`src/rtl/ram_arb_pkg.sv`:
```
// Shared types and helpers for the RAM arbiter: FSM state encoding,
// byte-enable constants and the read-modify-write byte merge.
package ram_arb_pkg;

  typedef enum logic [0:0] {
    IDLE = 1'b0,
    WR   = 1'b1
  } state_e;

  localparam logic [3:0] BE_FULL = 4'hF;
  localparam logic [3:0] BE_NONE = 4'h0;

  // Per byte lane: take the new write data where enabled, otherwise keep the
  // word currently stored in the RAM. be[i] covers data[8*i+7:8*i].
  function automatic logic [31:0] merge_be(input logic [3:0]  be,
                                           input logic [31:0] wdata,
                                           input logic [31:0] rdata);
    logic [31:0] m;
    m = 32'h0000_0000;
    for (int i = 0; i < 4; i++) begin
      m[8*i +: 8] = be[i] ? wdata[8*i +: 8] : rdata[8*i +: 8];
    end
    return m;
  endfunction

endpackage

```
`src/rtl/rr_arbiter.sv`:
```
// Combinational round-robin picker: returns the first valid requester at or
// after the pointer (wrapping), as a one-hot grant plus its index.
module rr_arbiter #(
  parameter int NREQ  = 2,
  parameter int IDX_W = 1
) (
  input  logic [NREQ-1:0]  valid_i,
  input  logic [IDX_W-1:0] ptr_i,
  output logic [NREQ-1:0]  gnt_o,
  output logic [IDX_W-1:0] idx_o,
  output logic             any_o
);

  logic             found_s;
  logic [IDX_W-1:0] cand_s;

  // Scan requesters starting at the pointer; the first valid one wins.
  always_comb begin
    gnt_o   = '0;
    idx_o   = '0;
    found_s = 1'b0;
    cand_s  = '0;
    for (int k = 0; k < NREQ; k++) begin
      cand_s = IDX_W'((int'(ptr_i) + k) % NREQ);
      if (!found_s && valid_i[cand_s]) begin
        found_s       = 1'b1;
        gnt_o[cand_s] = 1'b1;
        idx_o         = cand_s;
      end else begin
        found_s = found_s;
      end
    end
    any_o = found_s;
  end

endmodule

```
`src/rtl/ram_arbiter.sv`:
```
// Round-robin arbiter sharing one single-port word RAM between NREQ
// requesters. Reads and full-word writes take one RAM cycle; partial
// byte-enable writes use a read cycle followed by a merged write cycle.
module ram_arbiter
  import ram_arb_pkg::*;
#(
  parameter int XLEN = 32,
  parameter int NREQ = 2
) (
  input  logic                 clk_i,
  input  logic                 rst_ni,
  input  logic [NREQ-1:0]      req_valid_i,
  output logic [NREQ-1:0]      req_ready_o,
  input  logic [NREQ-1:0]      req_we_i,
  input  logic [4*NREQ-1:0]    req_be_i,
  input  logic [XLEN*NREQ-1:0] req_addr_i,
  input  logic [XLEN*NREQ-1:0] req_wdata_i,
  output logic [NREQ-1:0]      rsp_valid_o,
  output logic [XLEN-1:0]      rsp_rdata_o,
  output logic                 ram_ce_o,
  output logic                 ram_we_o,
  output logic [XLEN-1:0]      ram_addr_o,
  output logic [XLEN-1:0]      ram_wdata_o,
  input  logic [XLEN-1:0]      ram_rdata_i
);

  localparam int IDX_W = (NREQ > 1) ? $clog2(NREQ) : 1;

  state_e           state_q, state_d;
  logic [IDX_W-1:0] ptr_q, ptr_d;
  logic [NREQ-1:0]  rsp_valid_q, rsp_valid_d;
  logic [XLEN-1:0]  rsp_rdata_q, rsp_rdata_d;
  logic [XLEN-1:0]  wr_data_q, wr_data_d;
  logic [XLEN-1:0]  wr_addr_q, wr_addr_d;
  logic [NREQ-1:0]  wr_gnt_q, wr_gnt_d;

  logic [NREQ-1:0]  gnt_s;
  logic [IDX_W-1:0] idx_s;
  logic             any_s;
  logic             sel_we_s;
  logic [3:0]       sel_be_s;
  logic [XLEN-1:0]  sel_addr_s;
  logic [XLEN-1:0]  sel_wdata_s;
  logic [XLEN-1:0]  sel_addr_al_s;

  rr_arbiter #(
    .NREQ  (NREQ),
    .IDX_W (IDX_W)
  ) u_rr (
    .valid_i (req_valid_i),
    .ptr_i   (ptr_q),
    .gnt_o   (gnt_s),
    .idx_o   (idx_s),
    .any_o   (any_s)
  );

  // Route the granted requester's fields; the RAM ignores the byte offset.
  always_comb begin
    sel_we_s      = req_we_i[idx_s];
    sel_be_s      = req_be_i[int'(idx_s)*4 +: 4];
    sel_addr_s    = req_addr_i[int'(idx_s)*XLEN +: XLEN];
    sel_wdata_s   = req_wdata_i[int'(idx_s)*XLEN +: XLEN];
    sel_addr_al_s = {sel_addr_s[XLEN-1:2], 2'b00};
  end

  // Next-state and RAM pin control; grants are only made in IDLE.
  always_comb begin
    state_d     = state_q;
    ptr_d       = ptr_q;
    rsp_valid_d = '0;
    rsp_rdata_d = '0;
    wr_data_d   = wr_data_q;
    wr_addr_d   = wr_addr_q;
    wr_gnt_d    = wr_gnt_q;
    req_ready_o = '0;
    ram_ce_o    = 1'b0;
    ram_we_o    = 1'b0;
    ram_addr_o  = '0;
    ram_wdata_o = '0;
    case (state_q)
      IDLE: begin
        if (any_s) begin
          req_ready_o = gnt_s;
          rsp_valid_d = gnt_s;
          ptr_d       = (int'(idx_s) == NREQ - 1) ? '0 : idx_s + IDX_W'(1);
          if (!sel_we_s) begin
            ram_ce_o    = 1'b1;
            ram_addr_o  = sel_addr_al_s;
            rsp_rdata_d = ram_rdata_i;
          end else if (sel_be_s == BE_FULL) begin
            ram_ce_o    = 1'b1;
            ram_we_o    = 1'b1;
            ram_addr_o  = sel_addr_al_s;
            ram_wdata_o = sel_wdata_s;
          end else if (sel_be_s == BE_NONE) begin
            // Nothing to write: accept and respond without touching the RAM.
            ram_ce_o = 1'b0;
          end else begin
            // Read cycle of the read-modify-write; response waits for WR.
            ram_ce_o    = 1'b1;
            ram_addr_o  = sel_addr_al_s;
            wr_data_d   = merge_be(sel_be_s, sel_wdata_s, ram_rdata_i);
            wr_addr_d   = sel_addr_al_s;
            wr_gnt_d    = gnt_s;
            rsp_valid_d = '0;
            state_d     = WR;
          end
        end else begin
          state_d = IDLE;
        end
      end
      WR: begin
        ram_ce_o    = 1'b1;
        ram_we_o    = 1'b1;
        ram_addr_o  = wr_addr_q;
        ram_wdata_o = wr_data_q;
        rsp_valid_d = wr_gnt_q;
        state_d     = IDLE;
      end
      default: begin
        state_d = IDLE;
      end
    endcase
  end

  // State, pointer, registered response and pending merged write.
  always_ff @(posedge clk_i or negedge rst_ni) begin
    if (!rst_ni) begin
      state_q     <= IDLE;
      ptr_q       <= '0;
      rsp_valid_q <= '0;
      rsp_rdata_q <= '0;
      wr_data_q   <= '0;
      wr_addr_q   <= '0;
      wr_gnt_q    <= '0;
    end else begin
      state_q     <= state_d;
      ptr_q       <= ptr_d;
      rsp_valid_q <= rsp_valid_d;
      rsp_rdata_q <= rsp_rdata_d;
      wr_data_q   <= wr_data_d;
      wr_addr_q   <= wr_addr_d;
      wr_gnt_q    <= wr_gnt_d;
    end
  end

  assign rsp_valid_o = rsp_valid_q;
  assign rsp_rdata_o = rsp_rdata_q;

endmodule

```
`config.mk`:
```
export PLATFORM = sky130hd
export DESIGN_NAME = ram_arbiter
export DESIGN_NICKNAME = d
export VERILOG_FILES = /design/src/rtl/ram_arb_pkg.sv /design/src/rtl/rr_arbiter.sv /design/src/rtl/ram_arbiter.sv
export SDC_FILE = /design/constraint.sdc
export NUM_CORES = 1
export LEC_CHECK = 0
export ABC_CLOCK_PERIOD_IN_PS = 7700
export CAP_MARGIN = 20
export CORE_MARGIN = 2
export CORE_UTILIZATION = 45
export CTS_CLUSTER_DIAMETER = 80
export DETAILED_ROUTE_END_ITERATION = 10
export HOLD_SLACK_MARGIN = 0.05
export PLACE_DENSITY_LB_ADDON = 0.25
export SYNTH_ARGS = -nofsm -noshare
export SYNTH_HDL_FRONTEND = slang
export SYNTH_HIERARCHICAL = 1
export SYNTH_SLANG_ARGS = --single-unit
```
`constraint.sdc`:
```
create_clock -name clk_i -period 7.7 [get_ports clk_i]
set_clock_uncertainty 0.15 [all_clocks]
set_input_delay 1.54 -clock clk_i [delete_from_list [all_inputs] [get_ports clk_i]]
set_output_delay 1.54 -clock clk_i [all_outputs]
set_load 0.05 [all_outputs]
```
Yosys cells after proc, flatten, opt, wreduce, memory -nomap -nowiden
Index checks and enable logic that the tools add are counted.

word-level totals
  register bits = 100
  logic and storage cells = 82

operators by class
  add/sub/neg operators = 2
  magnitude comparators = 5
  eq/ne operators = 1
  shift-type cells = 3
  mux-type cells = 53
  bitwise operators = 4
  reductions and logical operators = 7

operators with widths
  cell                 number
  $mux 32              10
  $pmux 32 s2          2
  $shiftx 64x7->32     2
  $mux 8               4
  $mux 1               23
  $mux 2               8
  $shiftx 8x4->4       1
  $lt 1x2->1 const B   3
  $pmux 1 s2           3
  $reduce_and 5->1     1
  $eq 4x4->1 const B   1
  $logic_not 4->1      1
  $pmux 2 s2           1
  $logic_and 1x1->1    3
  $not 1->1            3
  $add 1x1->1 const B  2
  $demux 1 s1          2
  $ge 1x1->1 const B   2
  $or 2x2->2           1
  $reduce_and 2->1     1
  $logic_not 1->1      1

Logic depth before layout (Yosys ltp)
  word-level depth = 13
  depth in mapped cells = 10

Hierarchy
The synthesis kept the hierarchy.

by module, submodules not included
  module       times used  cells an instance  area an instance (um^2)
  ram_arbiter  1           576                5,640.4
  rr_arbiter   1           5                  32.5

Worst setup path before layout
Ideal clock, no wire load.

  path kind = input -> output
  from = input port req_valid_i[1]
  to = output port ram_wdata_o[0]
  arrival = 4.285 ns
  required time = 6.010 ns
  setup slack = 1.725 ns
  cell stages on the path = 7
  path buffers = 2
  cells stage by stage = a21boi_0 buf_4 mux2i_1 or4_4 or3b_1 buf_2 o31ai_1

between the ends
  longest elaborated chain between the ends = 12
  elaborated cells on any way between the ends = 19
  those cells by class = eq/ne: 1; shift: 2; mux: 14; reduce/logical: 2

RTL lines
  item                                                       line               source
  start, declared                                            ram_arbiter.sv:12  input logic [NREQ-1:0] req_valid_i,
  branches (longest 10 deep; another with $shiftx 64x7->32)  --
  $mux 32 *                                                  ram_arbiter.sv:82  if (any_s) begin
  $pmux 32 s2 *                                              ram_arbiter.sv:80  case (state_q)
  end, declared                                              ram_arbiter.sv:23  output logic [XLEN-1:0] ram_wdata_o,

Mark *: on every way between the ends. The select of a mux whose other input is x is not followed.

Worst setup path after layout
  from = input port req_valid_i[1]
  to = output port ram_wdata_o[20]

between the ends
  longest elaborated chain between the ends = 12
  elaborated cells on any way between the ends = 19
  those cells by class = eq/ne: 1; shift: 2; mux: 14; reduce/logical: 2

RTL lines
  item                                                      line               source
  $mux 1 (not written as such) (2 in series)                rr_arbiter.sv:25   if (!found_s && valid_i[cand_s]) begin
  $mux 1                                                    rr_arbiter.sv:25
  $logic_not 1->1                                           rr_arbiter.sv:25
  $logic_and 1x1->1                                         rr_arbiter.sv:25
  $mux 1 *                                                  rr_arbiter.sv:25
  via idx_s                                                 ram_arbiter.sv:38  logic [IDX_W-1:0] idx_s;
  branches (longest 3 deep; another with $shiftx 64x7->32)  --
  $mux 32 *                                                 ram_arbiter.sv:86  if (!sel_we_s) begin
  $mux 32 *                                                 ram_arbiter.sv:82
  $pmux 32 s2 *                                             ram_arbiter.sv:80

Mark *: on every way through the listed nets, which the timed path passes. The select of a mux whose other input is x is not followed.

==> run summary <==
The count of flip-flops with a built-in enable after synthesis came out at 0. The synthesized netlist contains 27 unique library cells. In this run the tool buffered the top-level ports with 269 buffer cells. The worst hold path belongs to the class reg -> reg. Along the worst path, the maximum fanout reaches 21. Once detail routing completed, the nets flagged for antenna violations numbered 0.

From bottom edge to top edge, the die measures 116 um. The Yosys step of the flow raised 6 warnings. The static leakage is 4.32 nW. TritonCTS built the clock tree. The number of hold-repair buffers added at the cts stage was 0; the setup TNS after final layout was 0 ns. The largest vdd supply drop was 123 uV; the sequential-to-total area share from yosys stat was 44.1%.

The number of failing hold endpoints at the final stage came out at 0. The tools report the detailed placement HPWL as 12300 um. The critical path startpoint category was an input port. The routed design has 16400 um of wire. The power after layout was 2.25 mW; the number of max-slew violations in the final report was 0. For the number of antenna violations at the first check in global routing, the log shows 0. The buffers plus inverters on the worst setup path was 4. The classification of the worst setup path was in -> out. For this run, the leading register cell type out of synthesis is dfrtp_1.

The tools report the total number of clock tree sinks as 100. The die outline width is 116 um, and the transition time at the pin with the least slew margin is 0.869 ns. The tools report the endpoint arrival time on the critical path as 5.07 ns.

The final instance area was 9010 sq um. Buffers added to address setup during post-CTS repair amount to 0. In the synthesized netlist the async set-or-reset flop fraction comes to 100%. The repair_antennas step left the layout with diodes totalling 0. Using the TritonRoute via totals, the vias-per-cell ratio works out to 5.03.

STA puts the critical path data required time at 6.01 ns. In this run the cell area of the synthesized design comes to 5670 sq um. Detailed routing inserted a total of 5082 vias. Average wire per standard cell: 16.3 um. Setup repair after global routing left no endpoint under its margin. The logs give 3 for the count of H-tree levels built during CTS and 41 for the number of rows in the core area. Each instance of the synthesized netlist takes up on average 9.76 sq um. The via count of the first global-routing pass is 5320. Aggregate global routing overflow: 0.

The gate count of the mapped netlist is 581. The post-route netlist has 15.7% of its cells at a drive strength greater than 1. At the end of routability-driven placement, the weighted congestion stood at 0.786. Summing all placed instances gives a cell area of 8700 sq um.

The final critical-path required period is 6.76 ns, and the number of flip-flops and latches in the synthesized netlist is 100. In the finished design, the share of the clock period the worst path needs comes to 87.8%. The number of nets at the end of the flow was 1008; the clock slew at the register clock pins of the worst setup and hold paths was 0.06 ns. The initial utilization of the core area, before any placement, comes to 45.5%. The routed length on met1 was 6260 um; the global-route usage over all layers was 24.8%. Summed over all nets, wire length on met3 after detailed routing comes to 1030 um. CTS placed an instance of clkbuf_16 at the clock tree root. The number of clock buffers added by TritonCTS is 9. The library cells used most frequently in the layout, excluding fill and tap cells, are 205 x clkdlybuf4s50_1, 126 x mux2i_1, 99 x dfrtp_1. The floorplan step defined a die boundary enclosing 13500 sq um. The area growth from synthesis to layout is 58.8%. The maximum number of pins on one net before global-route repair is 101, and the critical path's largest stage delay is 0.79 ns.

The first global-routing pass estimated 26000 um of wire. The total iterations of the first detailed-routing run came out at 4. The logs give 0 for the count of endpoints failing setup in the final report and 42.1% for the worst slew margin relative to its limit. The detailed router used layers up to and including met4.

The met2 routed wirelength came out at 8740 um. The slowest stage of the critical path is the or3b_2 cell. The critical path goes through clkdlybuf4s50_1 -> a21boi_4 -> buf_4 -> mux2i_2 -> or4_4 -> or3b_2 -> buf_4 -> o31ai_2 -> buf_12.

Static timing analysis puts the maximum clock frequency at 148 MHz. The critical path's most frequent cell was buf_4. The ratio of total power to cell area was 250 nW/um^2.

The worst setup path is captured at an output port. For this block, the initial DRC count from the detailed router was 272. The flow ran to the end, and the final reports show no timing, DRC or antenna violations.

Number of ports placed on the die boundary: 276. In the routed design, unresolved DRC markers number 0. The reported max-cap violation count was 0; the clock insertion delay at the later pin of the skew report was 0.34 ns. The total area inside the core boundary comes to 12500 sq um. The number of buffers between clock root and the deepest sink came out at 2.

Once the clock tree was built, the resizer swapped 0 gates to a different size. The library cell used most frequently in the layout, excluding fill and tap cells, is clkdlybuf4s50_1. In this design, the largest share of critical-path delay is due to buffers and inverters.
flip-flops by register name, summed over array words and instances (netlist names):
| name | flops |
|---|---|
| wr_gnt_q | 2 |
| rsp_rdata_o | 32 |
| wr_data_q | 32 |
| rsp_valid_o | 2 |
| state_q | 1 |
| ptr_q | 1 |
| wr_addr_q | 30 |
final cells by class:
cell class,instances,area [sq um]
clock buffers,15,278
repair buffers,283,3020
clock inverters,1,5.00
well taps,172,215
fillers,915,3460
multi-input cells,375,2750
inverters,65,244
flip-flops and latches,100,2510
Yosys cell counts (all sizes together) (2+ instances only):
library cell / n / area, sq um
mux2i: 128 / 1290
dfrtp: 100 / 2500
inv: 65 / 244
nand2: 63 / 236
and2: 34 / 213
nor2: 33 / 124
o21ai: 33 / 165
a21oi: 32 / 160
o31ai: 32 / 390
clkbuf: 22 / 82.6
buf: 20 / 120
a21boi: 3 / 22.5
mux2: 3 / 33.8
nand2b: 3 / 18.8
a22o: 2 / 17.5
nand4: 2 / 12.5
logic make-up (layout without fill, tap and decap cells):
family          count (synthesis)  in the layout  synth area share, %
simple gates                  140            140                 11.3
mux                           131            131                 23.3
buf+inv                       107            364                 7.87
compound gates                102            102                 13.3
flops                         100            100                 44.1
other cells                     1              2               0.0661
routing by layer:
metal  global-route usage [%]  vias up
met1                     27.3     2447
met5                        0        -
li1                         -     2440
met2                     46.3      170
met3                     5.55       25
met4                     9.29        0
final timing paths:
check / start / end / slack (ns) / cells past startpoint
setup / recovery: req_valid_i[1] / ram_wdata_o[20] / 0.94 / 9
max in group asynchronous: rst_ni / state_q / 5.13 / 2
hold / removal: wr_gnt_q[0] / rsp_valid_o[0] / 0.36 / 1
min in group asynchronous: rst_ni / rsp_rdata_o[6] / 0.97 / 1
hold reg to reg: wr_gnt_q[0] / rsp_valid_o[0] / 0.36 / 1
setup reg to reg: ptr_q / wr_gnt_q[1] / 4.47 / 9
stage by stage:
stage | hold slack (ns) | util [%] | setup slack (ns) | cells
finish | 0.362 | 72.3 | 0.942 | 1011
global route | 0.380 | 72.3 | 0.820 | 1011
CTS | 0.356 | 72.0 | 0.930 | 1010
detailed placement | 0.342 | 69.8 | 0.942 | 994
global placement | 0.334 | 69.7 | 1.05 | 993
floorplan | 0.316 | - | 1.72 | 582
power breakdown:
group / switching, mW / internal [mW] / total (mW)
registers: 0.0817 / 0.674 / 0.756
logic: 0.625 / 0.432 / 1.06
clock network: 0.193 / 0.246 / 0.439
total: 0.900 / 1.35 / 2.25
No activity file was read; power rests on OpenSTA's default activity.
